===== src/rtl/mono_tx_pkg.sv =====
`default_nettype none
// ============================================================================
// Module      : mono_tx_pkg
// Description : Shared constants, hit-word field layout and FSM state type
//               for the monolithic-sensor serial hit transmitter.
// Revision    : 1.0 - initial release
// ============================================================================
package mono_tx_pkg;

    localparam int WORD_W  = 26;

    // Hit word layout: col[25:20], row[19:12], TE[11:6], LE[5:0]
    localparam int COL_LSB = 20;
    localparam int COL_W   = 6;
    localparam int ROW_LSB = 12;
    localparam int ROW_W   = 8;
    localparam int TE_LSB  = 6;
    localparam int TE_W    = 6;
    localparam int LE_LSB  = 0;
    localparam int LE_W    = 6;

    localparam int                   BIT_CNT_W    = $clog2(WORD_W);
    localparam logic [BIT_CNT_W-1:0] LAST_BIT     = BIT_CNT_W'(WORD_W - 1);
    localparam logic [WORD_W-1:0]    TEST_PATTERN = 26'h2AAAAAA;

    typedef enum logic [1:0] {
        ST_IDLE  = 2'd0,
        ST_LOAD  = 2'd1,
        ST_SHIFT = 2'd2
    } state_t;

endpackage
`default_nettype wire


===== src/rtl/mono_tx_fifo.sv =====
`default_nettype none
// ============================================================================
// Module      : mono_tx_fifo
// Description : Synchronous first-word-fall-through hit FIFO with occupancy
//               count. A write while full is accepted only if a read frees
//               the slot in the same cycle.
// Revision    : 1.0 - initial release
// ============================================================================
module mono_tx_fifo #(
    parameter  int DEPTH = 16,
    parameter  int WIDTH = 26,
    localparam int CNT_W = $clog2(DEPTH) + 1
) (
    input  logic             clk,
    input  logic             rst,
    input  logic             wr,
    input  logic [WIDTH-1:0] wr_data,
    input  logic             rd,
    output logic [WIDTH-1:0] rd_data,
    output logic             full,
    output logic             empty,
    output logic [CNT_W-1:0] count
);

    localparam int PTR_W = $clog2(DEPTH);

    logic [WIDTH-1:0] mem [DEPTH];
    logic [PTR_W-1:0] wr_ptr;
    logic [PTR_W-1:0] rd_ptr;
    logic             wr_ok;
    logic             rd_ok;

    assign full    = (count == CNT_W'(DEPTH));
    assign empty   = (count == '0);
    assign rd_ok   = rd && !empty;
    assign wr_ok   = wr && (!full || rd_ok);
    assign rd_data = mem[rd_ptr];

    always_ff @(posedge clk) begin
        if (wr_ok) begin
            mem[wr_ptr] <= wr_data;
        end
    end

    // Pointers wrap naturally because DEPTH is a power of two
    always_ff @(posedge clk) begin
        if (rst) begin
            wr_ptr <= '0;
            rd_ptr <= '0;
            count  <= '0;
        end else begin
            if (wr_ok) begin
                wr_ptr <= wr_ptr + 1'b1;
            end
            if (rd_ok) begin
                rd_ptr <= rd_ptr + 1'b1;
            end
            case ({wr_ok, rd_ok})
                2'b10:   count <= count + 1'b1;
                2'b01:   count <= count - 1'b1;
                default: count <= count;
            endcase
        end
    end

endmodule
`default_nettype wire


===== src/rtl/mono_data_tx.sv =====
`default_nettype none
// ============================================================================
// Module      : mono_data_tx
// Description : Hit FIFO plus freeze/read handshake and 26-bit MSB-first
//               serialiser. Optional macro MONO_TX_TEST_PATTERN_EN adds
//               EN_TEST_PATTERN to shift a fixed pattern instead of FIFO data.
// Revision    : 1.0 - initial release
// ============================================================================
module mono_data_tx
    import mono_tx_pkg::*;
#(
    parameter int DEPTH = 16
) (
    input  logic              CLK,
    input  logic              RST,
    input  logic              HIT_WR,
    input  logic [WORD_W-1:0] HIT_DATA,
`ifdef MONO_TX_TEST_PATTERN_EN
    input  logic              EN_TEST_PATTERN,
`endif
    output logic              HIT_FULL,
    input  logic              READ,
    input  logic              FREEZE,
    output logic              TOKEN,
    output logic              DATA,
    output logic              BUSY,
    output logic [7:0]        LOST_CNT
);

    localparam int CNT_W = $clog2(DEPTH) + 1;

    state_t                state;
    state_t                state_next;
    logic                  read_q;
    logic                  freeze_q;
    logic                  read_rise;
    logic                  freeze_rise;
    logic                  freeze_fall;
    logic                  pop;
    logic                  fifo_full;
    logic                  fifo_empty;
    logic [CNT_W-1:0]      fifo_count;
    logic [WORD_W-1:0]     fifo_rd_data;
    logic [WORD_W-1:0]     load_word;
    logic [CNT_W-1:0]      snap_cnt;
    logic [CNT_W-1:0]      snap_next;
    logic [WORD_W-1:0]     shreg;
    logic [BIT_CNT_W-1:0]  bit_cnt;
    logic                  token;
    logic [7:0]            lost_cnt;

    mono_tx_fifo #(
        .DEPTH (DEPTH),
        .WIDTH (WORD_W)
    ) u_fifo (
        .clk     (CLK),
        .rst     (RST),
        .wr      (HIT_WR),
        .wr_data (HIT_DATA),
        .rd      (pop),
        .rd_data (fifo_rd_data),
        .full    (fifo_full),
        .empty   (fifo_empty),
        .count   (fifo_count)
    );

    assign read_rise   = READ && !read_q;
    assign freeze_rise = FREEZE && !freeze_q;
    assign freeze_fall = !FREEZE && freeze_q;

`ifdef MONO_TX_TEST_PATTERN_EN
    assign load_word = EN_TEST_PATTERN ? TEST_PATTERN : fifo_rd_data;
`else
    assign load_word = fifo_rd_data;
`endif

    always_comb begin
        state_next = state;
        pop        = 1'b0;
        case (state)
            ST_IDLE: begin
                if (read_rise && FREEZE && (snap_cnt != '0)) begin
                    state_next = ST_LOAD;
                end
            end
            ST_LOAD: begin
                pop        = !fifo_empty;
                state_next = ST_SHIFT;
            end
            ST_SHIFT: begin
                if (bit_cnt == LAST_BIT) begin
                    state_next = ST_IDLE;
                end
            end
            default: state_next = ST_IDLE;
        endcase
    end

    // A freeze edge overrides the per-word decrement
    always_comb begin
        snap_next = snap_cnt;
        if (freeze_rise) begin
            snap_next = fifo_count;
        end else if (freeze_fall) begin
            snap_next = '0;
        end else if ((state == ST_LOAD) && (snap_cnt != '0)) begin
            snap_next = snap_cnt - 1'b1;
        end
    end

    always_ff @(posedge CLK) begin
        if (RST) begin
            state    <= ST_IDLE;
            read_q   <= 1'b0;
            freeze_q <= 1'b0;
            snap_cnt <= '0;
            shreg    <= '0;
            bit_cnt  <= '0;
            token    <= 1'b0;
            lost_cnt <= '0;
        end else begin
            state    <= state_next;
            read_q   <= READ;
            freeze_q <= FREEZE;
            snap_cnt <= snap_next;
            if (state == ST_LOAD) begin
                shreg   <= load_word;
                bit_cnt <= '0;
            end else if (state == ST_SHIFT) begin
                shreg   <= {shreg[WORD_W-2:0], 1'b0};
                bit_cnt <= bit_cnt + 1'b1;
            end
            // Hits written during freeze stay invisible until FREEZE drops
            if (FREEZE) begin
                token <= (snap_next != '0) || (state_next != ST_IDLE);
            end else begin
                token <= (fifo_count != '0);
            end
            if (HIT_WR && fifo_full && !pop && (lost_cnt != 8'hFF)) begin
                lost_cnt <= lost_cnt + 8'd1;
            end
        end
    end

    assign DATA     = (state == ST_SHIFT) && shreg[WORD_W-1];
    assign BUSY     = (state != ST_IDLE);
    assign TOKEN    = token;
    assign LOST_CNT = lost_cnt;
    assign HIT_FULL = fifo_full && !RST;

endmodule
`default_nettype wire


===== config.mk =====
export PLATFORM = sky130hd
export DESIGN_NAME = mono_data_tx
export DESIGN_NICKNAME = d
export VERILOG_FILES = /design/src/rtl/mono_tx_pkg.sv /design/src/rtl/mono_tx_fifo.sv /design/src/rtl/mono_data_tx.sv
export SDC_FILE = /design/constraint.sdc
export NUM_CORES = 1
export LEC_CHECK = 0
export BUFFER_PORTS_ARGS = -buffer_cell sky130_fd_sc_hd__buf_2
export CAP_MARGIN = 10
export CORE_MARGIN = 2
export CORE_UTILIZATION = 35
export CTS_BUF_LIST = sky130_fd_sc_hd__clkbuf_8
export CTS_CLUSTER_DIAMETER = 40
export DETAILED_ROUTE_END_ITERATION = 8
export REMOVE_ABC_BUFFERS = 1
export SLEW_MARGIN = 5
export SYNTH_ARGS = -nofsm -noshare
export SYNTH_HDL_FRONTEND = slang
export SYNTH_SLANG_ARGS = --single-unit

===== constraint.sdc =====
create_clock -name CLK -period 8.05 [get_ports CLK]
set_clock_uncertainty 0.1 [all_clocks]
set_input_delay 0.805 -clock CLK [delete_from_list [all_inputs] [get_ports CLK]]
set_output_delay 0.805 -clock CLK [all_outputs]
set_load 0.01 [all_outputs]

==> out/qor.yml <==
status: "finished, final reports clean"
drc: 0
antenna_found_initial: 0
rsz0062_at_grt: "false"
finalHoldViolCount: 0
placed_area_sq_um: 19750
synth_area_leader_cell: "edfxtp_1"
yosys-top-cells-area: "edfxtp_1, mux4_2, dfxtp_1"
area_growth_pct: 13.71
instances_no_fill: 1846
crit-reg2reg-launch: "state[0]"
slew_viol_final: 0
grt_use_total: 0.1474
drt_iter0_drc: 641
gp_congestion: 0.7824
critPathKind: "reg2reg"
dp_cells: 1703
synth_top_area_frac: 0.6670
die_h_microns: 235.3
synthAdderAreaFrac: 0.01136
worstMarginPinSlew_ns: 1.039
grt_max_degree: 61
drt-total-wl_microns: 40880
synth_top_family_by_area: "multiplexers"
htree_num_levels: 3
synth_compound_area_frac: 0.05705
via_per_inst: 5.229
cts.clk_slew.worst_paths_ns: 0.06
irDropWorstVdd_mv: 0.1940
synth_edf_count: 416
ys_ff_latch: 482
maxCapViolations: 0
clock_path_buffers: 3
cts_tree: "done"
synth_mux_area_frac: 0.1272
fp.dieW_microns: 235.3
cts_sinks: 482
cts_setup_buffers: 0
grt_pass1_vias: 9915
synth_area_sq_um: 18730
end_kind: "flop"
vias: 9653
dieArea_sq_um: 55380
fin_crit_ns: 4.295
synth_xor_area_frac: 0.01029
grt_first_pass_wirelength_microns: 61170
fin_area_sq_um: 21300
start_util: 0.3550
rr_worst_depth: 12
dr.pass1.iters: 4
synthArstFlopShare: 0
hold_end: "read_q"
p_per_area_nw_per_um2: 236.6
slew_headroom: 0.3040
yosysMostFrequentCell: "edfxtp_1"
grt_overflow: 0
nets: 1144
yosysWarningCount: 0
ys_types: 53
cts_root_buf: "clkbuf_8"
rr_endpoint: "u_fifo.count[4]"
postRouteAntennaNets: 0
holdPathStages: 2
ys_seq_area_frac: 0.7375
crit_arrival_ns: 4.73
startpoint_type: "flop"
regToRegSetupSlack_ns: 3.75
coreArea_sq_um: 52760
synthFlopType: "edfxtp_1"
tns_ns: 0
p_leak_uw: 0.006681
setup-violations-final: 0
holdBufCountCts: 0
critPathRequiredTime_ns: 8.49
holdCritPathClass: "in2reg"
clock_latency_ns: 0.65
drive_above_1_share: 0.2515
syn_inst: 1024
min_from: "READ"
design_power_total_uw: 5039
rows: 84
period_share: 0.5336
synth.avg_cell_area_sq_um: 18.29
fmax_ghz: 0.2328
dpl.hpwl_microns: 23330
yosys.area_share.simple: 0.03848
port_buffers: 42
ios: 43
cts_made_buffers: 79
cts-resized-gates: 0
path_max_fanout: 53
synthTopCellsByCount: "edfxtp_1, mux4_2, nor2_1, dfxtp_1, a21oi_1"
wl_per_cell_microns: 22.14
cell type report:
cell class / instances / area, sq um
Multi-Input combinational cell: 460 / 4697
Timing Repair Buffer: 55 / 307.8
Inverter: 18 / 67.56
Antenna cell: 1 / 2.502
Clock inverter: 53 / 316.6
Sequential cell: 482 / 13820
Tap cell: 688 / 860.8
Clock buffer: 89 / 1225
Fill cell: 4753 / 31460
placed cells by master (no fill, tap or decap), drive strengths merged, types with 9 or more instances in the layout:
cell / instances
buf: 55
xor2: 11
ha: 17
mux4: 104
clkbuf: 89
xnor2: 11
clkinv: 23
nor2: 73
a21oi: 63
a22oi: 53
a211oi: 27
edfxtp: 416
dfxtp: 66
nor3: 9
inv: 42
nand2: 22
flip-flops by register name (all words and copies together), names as in the netlist, named ones only:
| name | cells |
|---|---|
| u_fifo.rd_ptr | 4 |
| shreg | 26 |
| freeze_q | 1 |
| u_fifo.wr_ptr | 4 |
| snap_cnt | 5 |
| TOKEN | 1 |
| read_q | 1 |
| u_fifo.mem | 416 |
| u_fifo.count | 5 |
| state | 2 |
| bit_cnt | 5 |
| LOST_CNT | 8 |
power breakdown:
part           internal (uW)  leakage, uW  total [uW]  switching, uW
clock network           1110     0.000867        2090            976
registers               2750      0.00429        2770           20.0
logic                   62.3      0.00152         179            117
through the flow:
stage	utilization	worst slack, ns	hold slack [ns]
2_1_floorplan	-	2.319	0.3404
3_3_place_gp	0.3744	3.842	0.3574
3_5_place_dp	0.3744	3.772	0.3667
4_1_cts	0.4036	3.748	0.2689
5_1_grt	0.4036	3.288	0.3206
6_report	0.4037	3.755	0.3107
worst max-delay path, cell delays in order, from the launching register on:
cell,delay [ns]
dfxtp_1,0.42
ha_1,0.38
inv_2,0.42
a31oi_1,0.99
inv_1,0.15
ha_1,0.34
xor2_1,0.18
ha_1,0.23
a211o_1,0.27
a21oi_1,0.14
a221oi_1,0.07
or3_1,0.32
a21oi_1,0.14
per-layer routing:
metal,vias to the layer above,global-route usage,part of all wire
met5,-,0,0
met4,0,0.04150,0.019
met3,66,0.04409,0.066
met2,251,0.2266,0.46
met1,5052,0.2039,0.46
li1,4284,-,-
kinds of logic (layout without fill, tap and decap cells):
family	count (synthesis)	count (layout)
buf+inv	82	215
compound gates	162	162
simple gates	151	151
fa+ha+maj	17	17
other cells	0	1
xor+xnor	22	22
mux	108	108
flops	482	482
how the worst max path moves through the flow:
stage             start         endpoint  slack, ns  depth (start not counted)
5_1_grt        state[0]  u_fifo.count[4]       3.29                         12
4_1_cts        state[0]  u_fifo.count[4]       3.75                         12
2_1_floorplan      flop        shreg[10]       2.32                          5
3_3_place_gp   state[0]  u_fifo.count[4]       3.84                         12
6_report       state[0]  u_fifo.count[4]       3.75                         12
3_5_place_dp   state[0]  u_fifo.count[4]       3.77                         12
Note: power is estimated with default switching activity, not from simulation.
